`src/rtl/xor_frame_checksum.sv`:
```
// Frame XOR checksum engine: folds a valid/ready word stream into one sum per IN_LAST-delimited frame.
// Optional macro CKSUM_ROTATE_EN makes each fold after the first rotate the sum left by one bit.
module xor_frame_checksum #(
  parameter int unsigned WIDTH     = 8,
  parameter int unsigned MAX_WORDS = 16,
  parameter int unsigned CNT_W     = 5
) (
  input  logic             CLK,
  input  logic             RST_N,
  input  logic             IN_VALID,
  output logic             IN_READY,
  input  logic [WIDTH-1:0] IN_DATA,
  input  logic             IN_LAST,
  output logic             OUT_VALID,
  input  logic             OUT_READY,
  output logic [WIDTH-1:0] OUT_SUM,
  output logic [CNT_W-1:0] OUT_COUNT,
  output logic             OUT_ERR,
  output logic             BUSY
);

  typedef enum logic [1:0] {StIdle, StAccum, StDrain, StDone} state_e;

  localparam logic [CNT_W-1:0] MaxCnt  = CNT_W'(MAX_WORDS);
  localparam bit               OneWord = (MAX_WORDS == 1);

  state_e           state_q;
  logic [WIDTH-1:0] acc_q;
  logic [WIDTH-1:0] fold;
  logic [CNT_W-1:0] cnt_q;
  logic [CNT_W-1:0] cnt_inc;
  logic             err_q;
  logic             accept;

`ifdef CKSUM_ROTATE_EN
  logic [WIDTH-1:0] acc_rot;

  if (WIDTH > 1) begin : g_rot
    assign acc_rot = {acc_q[WIDTH-2:0], acc_q[WIDTH-1]};
  end else begin : g_no_rot
    assign acc_rot = acc_q;
  end

  always_comb fold = acc_rot ^ IN_DATA;
`else
  always_comb fold = acc_q ^ IN_DATA;
`endif

  always_comb begin
    IN_READY  = (state_q != StDone);
    OUT_VALID = (state_q == StDone);
    BUSY      = (state_q != StIdle);
    OUT_SUM   = acc_q;
    OUT_COUNT = cnt_q;
    OUT_ERR   = err_q;
    accept    = IN_VALID && IN_READY;
    cnt_inc   = cnt_q + CNT_W'(1);
  end

  always_ff @(posedge CLK) begin
    if (!RST_N) begin
      state_q <= StIdle;
      acc_q   <= '0;
      cnt_q   <= '0;
      err_q   <= 1'b0;
    end else begin
      unique case (state_q)
        StIdle: begin
          if (accept) begin
            acc_q <= IN_DATA;
            cnt_q <= CNT_W'(1);
            if (IN_LAST) begin
              state_q <= StDone;
            end else if (OneWord) begin
              state_q <= StDrain;
              err_q   <= 1'b1;
            end else begin
              state_q <= StAccum;
            end
          end
        end
        StAccum: begin
          if (accept) begin
            acc_q <= fold;
            cnt_q <= cnt_inc;
            if (IN_LAST) begin
              state_q <= StDone;
            end else if (cnt_inc == MaxCnt) begin
              state_q <= StDrain;
              err_q   <= 1'b1;
            end
          end
        end
        // Overflowed words are swallowed until the frame's LAST arrives.
        StDrain: begin
          if (accept && IN_LAST) begin
            state_q <= StDone;
          end
        end
        StDone: begin
          if (OUT_READY) begin
            state_q <= StIdle;
            err_q   <= 1'b0;
          end
        end
        default: state_q <= StIdle;
      endcase
    end
  end

endmodule
```
`config.mk`:
```
export PLATFORM = sky130hd
export DESIGN_NAME = xor_frame_checksum
export DESIGN_NICKNAME = d
export VERILOG_FILES = /design/src/rtl/xor_frame_checksum.sv
export SDC_FILE = /design/constraint.sdc
export NUM_CORES = 1
export LEC_CHECK = 0
export BUFFER_PORTS_ARGS = -buffer_cell sky130_fd_sc_hd__buf_4
export CORE_MARGIN = 5
export CORE_UTILIZATION = 40
export DETAILED_ROUTE_END_ITERATION = 6
export PLACE_DENSITY = 0.66
export SLEW_MARGIN = 20
export SYNTH_ARGS = -nofsm -noshare
export SYNTH_HDL_FRONTEND = slang
export SYNTH_SLANG_ARGS = --single-unit
```
`constraint.sdc`:
```
create_clock -name CLK -period 3.78 [get_ports CLK]
set_input_delay 0.756 -clock CLK [delete_from_list [all_inputs] [get_ports CLK]]
set_output_delay 0.756 -clock CLK [all_outputs]
set_load 0.02 [all_outputs]
```
==> metrics.txt, run 1 <==
status finished, final reports clean; Max transition margin between 50% and 60%; required time worst endpoint 4000 ps; cell depth of the worst hold path 2; Synth area leader dfxtp_1; Antenna Cells 0; insertion delay to the later sink of the worst-skew pair 290 ps; via count of the first global-routing pass approximately 830; via count of the routed design approximately 900; starting utilization of the core area 42.5%; number of sinks handled by clock tree synthesis 16; global route overflow 0; clock input transition at the sequential cells of the worst setup and hold paths 100 ps; VDD IR-drop max ~0.33 mV; number of buffers created by CTS 3; setup bufs post-CTS 0; Via density 5.24; most frequently used cell type in the post-synthesis netlist dfxtp_1; number of iterations in the first detailed-routing pass 4; initial antenna violation count 0; final sum of negative setup slack 0 ps; kind of critical path flop to flop; CTS tree built; Critical Path Slowest Stage Cell ha_1; remaining antenna violation count after routing 0; hold bufs inserted after CTS 0; vertical die dimension approximately 60 um; classification of the worst-slack hold path flop to flop; number of levels the H-tree was split into 1; length in cells of the worst reg-to-reg path 5; Worst Tran Pin Value around 730 ps; final worst path period need 2190 ps; leakage component of the power between 0.5 and 0.6 nW; commonest cells in the synthesized netlist dfxtp_1, a21oi_1, o21ai_0, nand2_1, nor2b_1; wire length reported by the detailed router about 2200 um; Area Growth Syn to Fin 28.9%; number of resized instances in the post-cts repair step 0; top post-synthesis cells by area dfxtp_1, mux2i_1, ha_1, a21oi_1, o21ai_0; core occupancy in the finished layout between 50 and 60%; max-cap viol count 0; Fin Clk Skew ~5.6 ps; gp weighted congestion between 0.7 and 0.8; Final period util 57.9%; slowest stage delay, CP 650 ps; setup repair after global routing missed its margin no; placed instance area roughly 1200 um2; maximum clock insertion buffer count 2; Post-Synthesis Cells approximately 120; final-report hold violation count 0; post-detailed-route wirelength per cell roughly 13 um; number of DRC markers in iteration 0 10; total nets after synthesis approximately 140; Top-Level Pins 30; max-slew violation count 0; pin count of the biggest net entering global routing 26; Die Footprint approximately 3400 um2; CTS root buf clkbuf_4; dominant register cell in the synthesized netlist dfxtp_1; final std cell area, no fill 1220 um2; EDFF count, synth 0; GRT Overall Usage 13.4%; arrival time of data at the critical path endpoint ~2400 ps; cell breakdown of the critical path inv_1 -> ha_1 -> nand2_1 -> or4b_1 -> a21oi_1; placeable core region between 2000 and 2500 um2; final setup vio count 0; number of remaining DRC errors 0; post-synthesis instance area roughly 950 um2; sequential area share after synthesis about a third; count of unique library cells instantiated by Yosys 28; number of synthesized register bits 16; share of Yosys cell area claimed by the top area cell type 33.8%; wire length of the first global-routing pass approximately 3600 um; Max Fclk around 0.46 GHz; number of nets at the end of the flow approximately 160; number of buffers inserted by port buffering 29; share of synthesized flip-flops with an asynchronous set or reset 0%; proportion of layout cells with a drive suffix above 1 between 20% and 30%; DPL Wire Length 1600 um; placement row count 17; launching element type of the critical path flop; count of warnings emitted by yosys 0; overall power 0.731 mW; Worst setup EP type flop; Power Dens Cells 598 nW/um2; Die X ~59 um; Avg Cell Area, Syn between 8 and 9 um2; maximum fanout along the worst path 25
-- per-layer routing --
layer / vias to the layer above / wire, um / GRT usage [%]
met4: 0 / 42 / 5.83
met5: - / 0 / 0
li1: 468 / - / -
met1: 412 / 993 / 16.8
met2: 16 / 1050 / 21.7
met3: 5 / 99 / 3.29
-- sequential cells by signal (all words and copies together), names as in the netlist --
name       cells
state_q        2
OUT_ERR        1
OUT_COUNT      5
OUT_SUM        8
-- worst paths after layout --
path                   start      endpoint  slack [ps]
setup / recovery  state_q[1]  OUT_COUNT[4]        1590
hold / removal       OUT_ERR       OUT_ERR         490
setup reg to reg  state_q[1]  OUT_COUNT[4]        1590
hold reg to reg      OUT_ERR       OUT_ERR         490
-- cells by family (layout without fill, tap and decap cells) --
family	count (synthesis)	after routing	synth area share, %
mux	9	9	9.63
compound gates	38	38	23.7
simple gates	37	37	21.0
buf+inv	10	38	3.96
flops	16	16	33.8
fa+ha+maj	6	6	7.92
-- cells in the final DEF (no fill, tap or decap) --
cell and n:
a2bb2oi_1 1, a211oi_1 1, or3_1 3, o21ai_2 1
o21bai_1 1, a211oi_2 1, inv_1 5, buf_4 29
nand2_1 12, nor2_1 6, o311a_2 1, nand3_1 1
and3_1 1, mux2_2 1, o21ai_0 13, nor2b_2 1
nor2b_1 9, ha_1 6, a21oi_1 14, nand4b_1 1
or4b_1 1, o21ai_1 1, clkbuf_4 3, o31a_1 2
a32oi_1 1, mux2i_1 8, a31oi_1 1, dfxtp_1 16
and4b_1 1, clkbuf_8 1, and2b_1 1
-- through the flow --
| step | hold slack, ps | std cells | setup WS, ps |
|---|---|---|---|
| final | 489 | 172 | 1590 |
| after global routing | 543 | 172 | 1320 |
| after CTS | 488 | 172 | 1310 |
| after detailed placement | 474 | 168 | 1330 |
| after global placement | 488 | 168 | 1440 |
| after floorplan | 554 | 116 | 2000 |
-- critical path: cells and delay by family (launching register included) --
| family | cells | cell delay (ps) |
|---|---|---|
| buf+inv | 1 | 120 |
| compound gates | 1 | 140 |
| fa+ha+maj | 1 | 650 |
| simple gates | 2 | 850 |
| flops | 1 | 350 |
-- report_power, final --
part | total, mW | internal, mW | leakage [nW] | switching (mW)
Clock | 0.118 | 0.0587 | 0.0210 | 0.0593
Sequential | 0.239 | 0.205 | 0.131 | 0.0345
Combinational | 0.374 | 0.167 | 0.367 | 0.207
Total | 0.731 | 0.430 | 0.519 | 0.301
-- area by class of cell --
type                            instances  area (um2)
Fill cell                             211        1010
Multi-Input combinational cell         90         594
Sequential cell                        16         320
Timing Repair Buffer                   29         218
Clock buffer                            4        36.3
Tap cell                               28        35.0
Inverter                                5        18.8
No activity file was read; power rests on OpenSTA's default activity.
==> run 2, diff against run 1 <==
==> constraint.sdc (replaced) <==
create_clock -name CLK -period 2.1 [get_ports CLK]
set_input_delay 0.42 -clock CLK [delete_from_list [all_inputs] [get_ports CLK]]
set_output_delay 0.42 -clock CLK [all_outputs]
set_load 0.02 [all_outputs]
==> run 2 against run 1 <==
Net effect:
- flip-flop and latch count is the same
- combinational power grew 87%
- utilization grew 0.84 points
- sequential power grew 80%
- cell area grew 1.5%
- largest cell class unchanged
- largest power group unchanged
==> metrics.txt, run 2 (synthesis results as in run 1) <==
pin count of the biggest net entering global routing 18; Top-Level Pins 30; placed instance area 1200 um2; commonest non-fill, non-tap cell in the layout buf_4; final-report hold violation count 0; number of DRC markers in iteration 0 7; PnR worst setup slack 318 ps; flip-flop count of the largest register, all copies and words added 8; final std cell area, no fill around 1200 um2; core occupancy in the finished layout ~56%; status finished, final reports clean; via count of the routed design approximately 910; CTS tree built; Worst Tran Pin Value slightly above 500 ps; Via density a little over 5; hold bufs inserted after CTS 0; Die Footprint 3450 um2; placed cell count approximately 170; max-cap viol count 0; Max Fclk ~0.56 GHz; Antenna Cells 0; kind of critical path flop to flop; Worst setup EP type flop; setup bufs post-CTS 0; global route overflow 0; via count of the first global-routing pass between 800 and 900; launching element type of the critical path flop; placeable core region between 2000 and 2500 um2; Max transition margin between 60 and 70%; number of levels the H-tree was split into 1; DP Worst Slack 325 ps; gp weighted congestion just over 0.8; maximum clock insertion buffer count 2; arrival time of data at the critical path endpoint around 2000 ps; proportion of layout cells with a drive suffix above 1 a little over a quarter; setup repair after global routing missed its margin no; final setup vio count 0; classification of the worst-slack hold path primary input to flop; wire length of the first global-routing pass 3680 um; vertical die dimension ~60 um; number of iterations in the first detailed-routing pass 4; Filler Cells Inserted roughly 230; DPL Wire Length 1640 um; max-slew violation count 0; number of sinks handled by clock tree synthesis 16; starting utilization of the core area a little over two fifths; wire length reported by the detailed router between 2000 and 2500 um; Area Growth Syn to Fin 30.9%; number of remaining DRC errors 0; remaining antenna violation count after routing 0; most frequent cells in the layout buf_4, dfxtp_1, a21oi_1; VDD IR-drop max between 0.5 and 0.6 mV; initial antenna violation count 0; insertion delay to the later sink of the worst-skew pair approximately 290 ps; post-detailed-route wirelength per cell 12.2 um; final sum of negative setup slack 0 ps; overall power ~1.3 mW; Power Dens Cells around 1100 nW/um2; final worst path period need 1780 ps; Final period util a little over four fifths; number of nets at the end of the flow around 170; placement row count 17; Fin Clk Skew 1.36 ps; Die X just under 60 um; number of resized instances in the post-cts repair step 0; count of placed standard cells in the final layout, fillers left out roughly 180; GRT Overall Usage approximately 14%; clock input transition at the sequential cells of the worst setup and hold paths 100 ps; CTS root buf clkbuf_4; maximum fanout along the worst path 9; number of buffers created by CTS 3; leakage component of the power 0.533 nW; number of buffers inserted by port buffering 29; required time worst endpoint between 2000 and 2500 ps; worst hold-check slack about 380 ps
[run 2: changes by cell type in the layout (fill, tap and decap cells not counted), sizes merged]
cell,change
buf,+3
[run 2: path summary, 6_finish.rpt]
check                           slack (ps)    endpoint  cells after the start  startpoint
worst max register to register         320  state_q[0]                      7  state_q[1]
worst min-delay path                   380  OUT_SUM[4]                      3  IN_DATA[4]
worst min register to register         490     OUT_ERR                      2     OUT_ERR
worst max-delay path                   320  state_q[0]                      7  state_q[1]
[run 2: metal layers]
layer	track usage [%]	share of wire, %	vias up
li1	-	-	473
met1	15.6	44	417
met2	24.4	49	15
met3	3.07	5.0	4
met4	6.80	2.0	0
met5	0	0	-
[run 2: power breakdown]
group          switching (mW)  total (mW)  internal (mW)
combinational           0.374       0.698          0.324
clock                   0.102       0.207          0.106
sequential             0.0619       0.430          0.368
total                   0.537        1.34          0.798
[run 2: layout make-up]
cell class                 count  area (um2)  share of cell area (%)
clock buffer                   4        36.3                    2.92
inverter                       5        18.8                    1.51
multi-input combinational     90         591                    47.6
sequential                    16         320                    25.8
tap                           28        35.0                    2.82
timing repair buffer          32         240                    19.4
[run 2: critical path: stages (launching register included)]
cell       delay (ps)
dfxtp_1           390
inv_1             100
ha_1              290
nor2b_1           170
a2bb2oi_1         120
o31a_1            140
o31a_1            310
a211oi_2          180
==> run 3, diff against run 2 <==
==> constraint.sdc (replaced) <==
create_clock -name CLK -period 1.7 [get_ports CLK]
set_input_delay 0.34 -clock CLK [delete_from_list [all_inputs] [get_ports CLK]]
set_output_delay 0.34 -clock CLK [all_outputs]
set_load 0.02 [all_outputs]
==> run 3 against run 2 <==
Net effect:
- cell area rose by 4.2%
- wire length is 8.3% higher
- first-iteration DRC count up 100%
- power rose by 29%
- sequential share of layout area shrank 0.76 points
- worst setup slack got worse by 250 ps
- via count grew 4.1%
- global-route usage rose by 0.17 points
- critical path type unchanged
- hold slack worse by 77 ps
- maximum frequency is 9.4% higher
- non-clock buffer count increased by 5
- critical path depth fell by 2
==> metrics.txt, run 3 (synthesis results as in run 1) <==
proportion of layout cells with a drive suffix above 1 32.2%; kind of critical path flop to flop; required time worst endpoint around 1900 ps; count of placed standard cells in the final layout, fillers left out 180; Die Footprint roughly 3400 um2; commonest non-fill, non-tap cell in the layout buf_4; initial antenna violation count 0; Top-Level Pins 30; Hold Path Origin RST_N; starting utilization of the core area 42.5%; wire length on met3 between 100 and 150 um; DPL Wire Length around 1800 um; post-detailed-route wirelength per cell around 13 um; number of levels the H-tree was split into 1; number of iterations in the first detailed-routing pass 4; VDD IR-drop max 1.05 mV; number of buffer and inverter stages on the critical path 0; overall power around 1.7 mW; number of DRC markers in iteration 0 14; final sum of negative setup slack 0 ps; maximum clock insertion buffer count 2; placeable core region ~2200 um2; hold bufs inserted after CTS 0; via count of the first global-routing pass between 800 and 900; arrival time of data at the critical path endpoint roughly 1800 ps; FF-to-FF setup slack ~70 ps; leakage component of the power around 0.56 nW; final worst path period need around 1600 ps; cell depth of the worst hold path 2; Area Growth Syn to Fin 36.4%; number of remaining DRC errors 0; Antenna Cells 0; WL met2 about 1200 um; worst hold-check slack between 200 and 300 ps; status finished, final reports clean; insertion delay to the later sink of the worst-skew pair 290 ps; max-slew violation count 0; Die X 58.7 um; number of buffers inserted by port buffering 29; CP top delay family compound AO/OA/AOI/OAI gates; Via density between 5 and 6; Max Fclk between 0.6 and 0.7 GHz; global route overflow 0; capture endpoint of the worst hold path state_q[1]; remaining antenna violation count after routing 0; most frequent CP cell o31a_1; final-report hold violation count 0; via count of the routed design between 900 and 1000; Fin Clk Skew between 0.4 and 0.5 ps; most frequent cells in the layout buf_4, a21oi_1, dfxtp_1; pin count of the biggest net entering global routing 22; Worst setup EP type flop; CTS tree built; number of sinks handled by clock tree synthesis 16; length in cells of the worst reg-to-reg path 5; start of the worst register-to-register path OUT_COUNT[3]; placed instance area about 1200 um2; Final period util between 90% and 100%; gp weighted congestion between 0.8 and 0.9; number of nets at the end of the flow about 170; Max transition margin 66.0%; routed metal-1 wirelength roughly 1000 um; capturing point of the worst reg2reg path state_q[0]; setup bufs post-CTS 0; wire length of the first global-routing pass ~3800 um; clock input transition at the sequential cells of the worst setup and hold paths roughly 90 ps; placed cell count around 180; placement row count 17; slowest stage delay, CP between 400 and 500 ps; launching element type of the critical path flop; number of buffers created by CTS 3; final std cell area, no fill 1290 um2; Power Dens Cells approximately 1300 nW/um2; maximum fanout along the worst path 7; Filler Cells Inserted ~210; top routing layer used met4; flip-flop count of the largest register, all copies and words added 8; final setup vio count 0; Worst Tran Pin Value slightly above 500 ps; GRT Overall Usage between 10% and 20%; cell breakdown of the critical path and4b_1 -> a21oi_1 -> o31a_1 -> o31a_1 -> a211oi_2; max-cap viol count 0; classification of the worst-slack hold path primary input to flop; CTS root buf clkbuf_4; Critical Path Slowest Stage Cell dfxtp_1; wire length reported by the detailed router 2310 um; vertical die dimension between 50 and 60 um
==> run 3: cell count changes in the layout (fill, tap and decap cells not counted), sizes merged <==
cell  delta
buf      +5
==> run 3: cell type report <==
type | instances | area, um2 | share of cell area [%]
inverters | 5 | 18.8 | 1.45
well taps | 28 | 35.0 | 2.71
multi-input cells | 90 | 598 | 46.2
flip-flops and latches | 16 | 324 | 25.0
clock buffers | 4 | 36.3 | 2.80
repair buffers | 37 | 282 | 21.8
==> run 3: how the worst max path moves through the flow <==
stage / slack, ps / depth (start not counted) / startpoint / endpoint
floorplan: 30 / 5 / state_q[0] / OUT_COUNT[4]
global placement: 70 / 7 / state_q[1] / state_q[0]
detailed placement: 10 / 7 / state_q[1] / state_q[0]
CTS: 30 / 7 / state_q[1] / state_q[0]
global route: -0.5 / 7 / state_q[1] / OUT_COUNT[3]
finish: 70 / 5 / OUT_COUNT[3] / state_q[0]
==> run 3: through the flow <==
step,setup slack [ps],util [%]
after global placement,74.3,55.6
final,72.0,57.9
after floorplan,29.5,-
after CTS,27.2,57.3
after global routing,-0.513,57.9
after detailed placement,11.7,55.6
==> run 3: where the power goes <==
part	total (mW)	internal (mW)	leakage (nW)	switching, mW
logic	0.926	0.437	0.410	0.489
clock network	0.254	0.130	0.0210	0.124
registers	0.541	0.461	0.132	0.0795
==> run 3: worst reg2reg max path: cells and delay by family (launching register included) <==
kind	cells	cell delay, ps
AO/OA/AOI/OAI	4	890
flip-flops	1	440
AND/OR/NAND/NOR	1	220
==> run 3: per-layer routing <==
metal / GRT usage, % / up-vias
met2: 25.2 / 19
met4: 3.56 / 0
met5: 0 / -
met3: 4.39 / 2
met1: 15.9 / 443
li1: - / 482
==> run 3: timing repair <==
action / in CTS / in global routing
pin swaps: 0 / 0
endpoints found under the setup margin: 1 / 14
gates resized for setup: 1 / 6
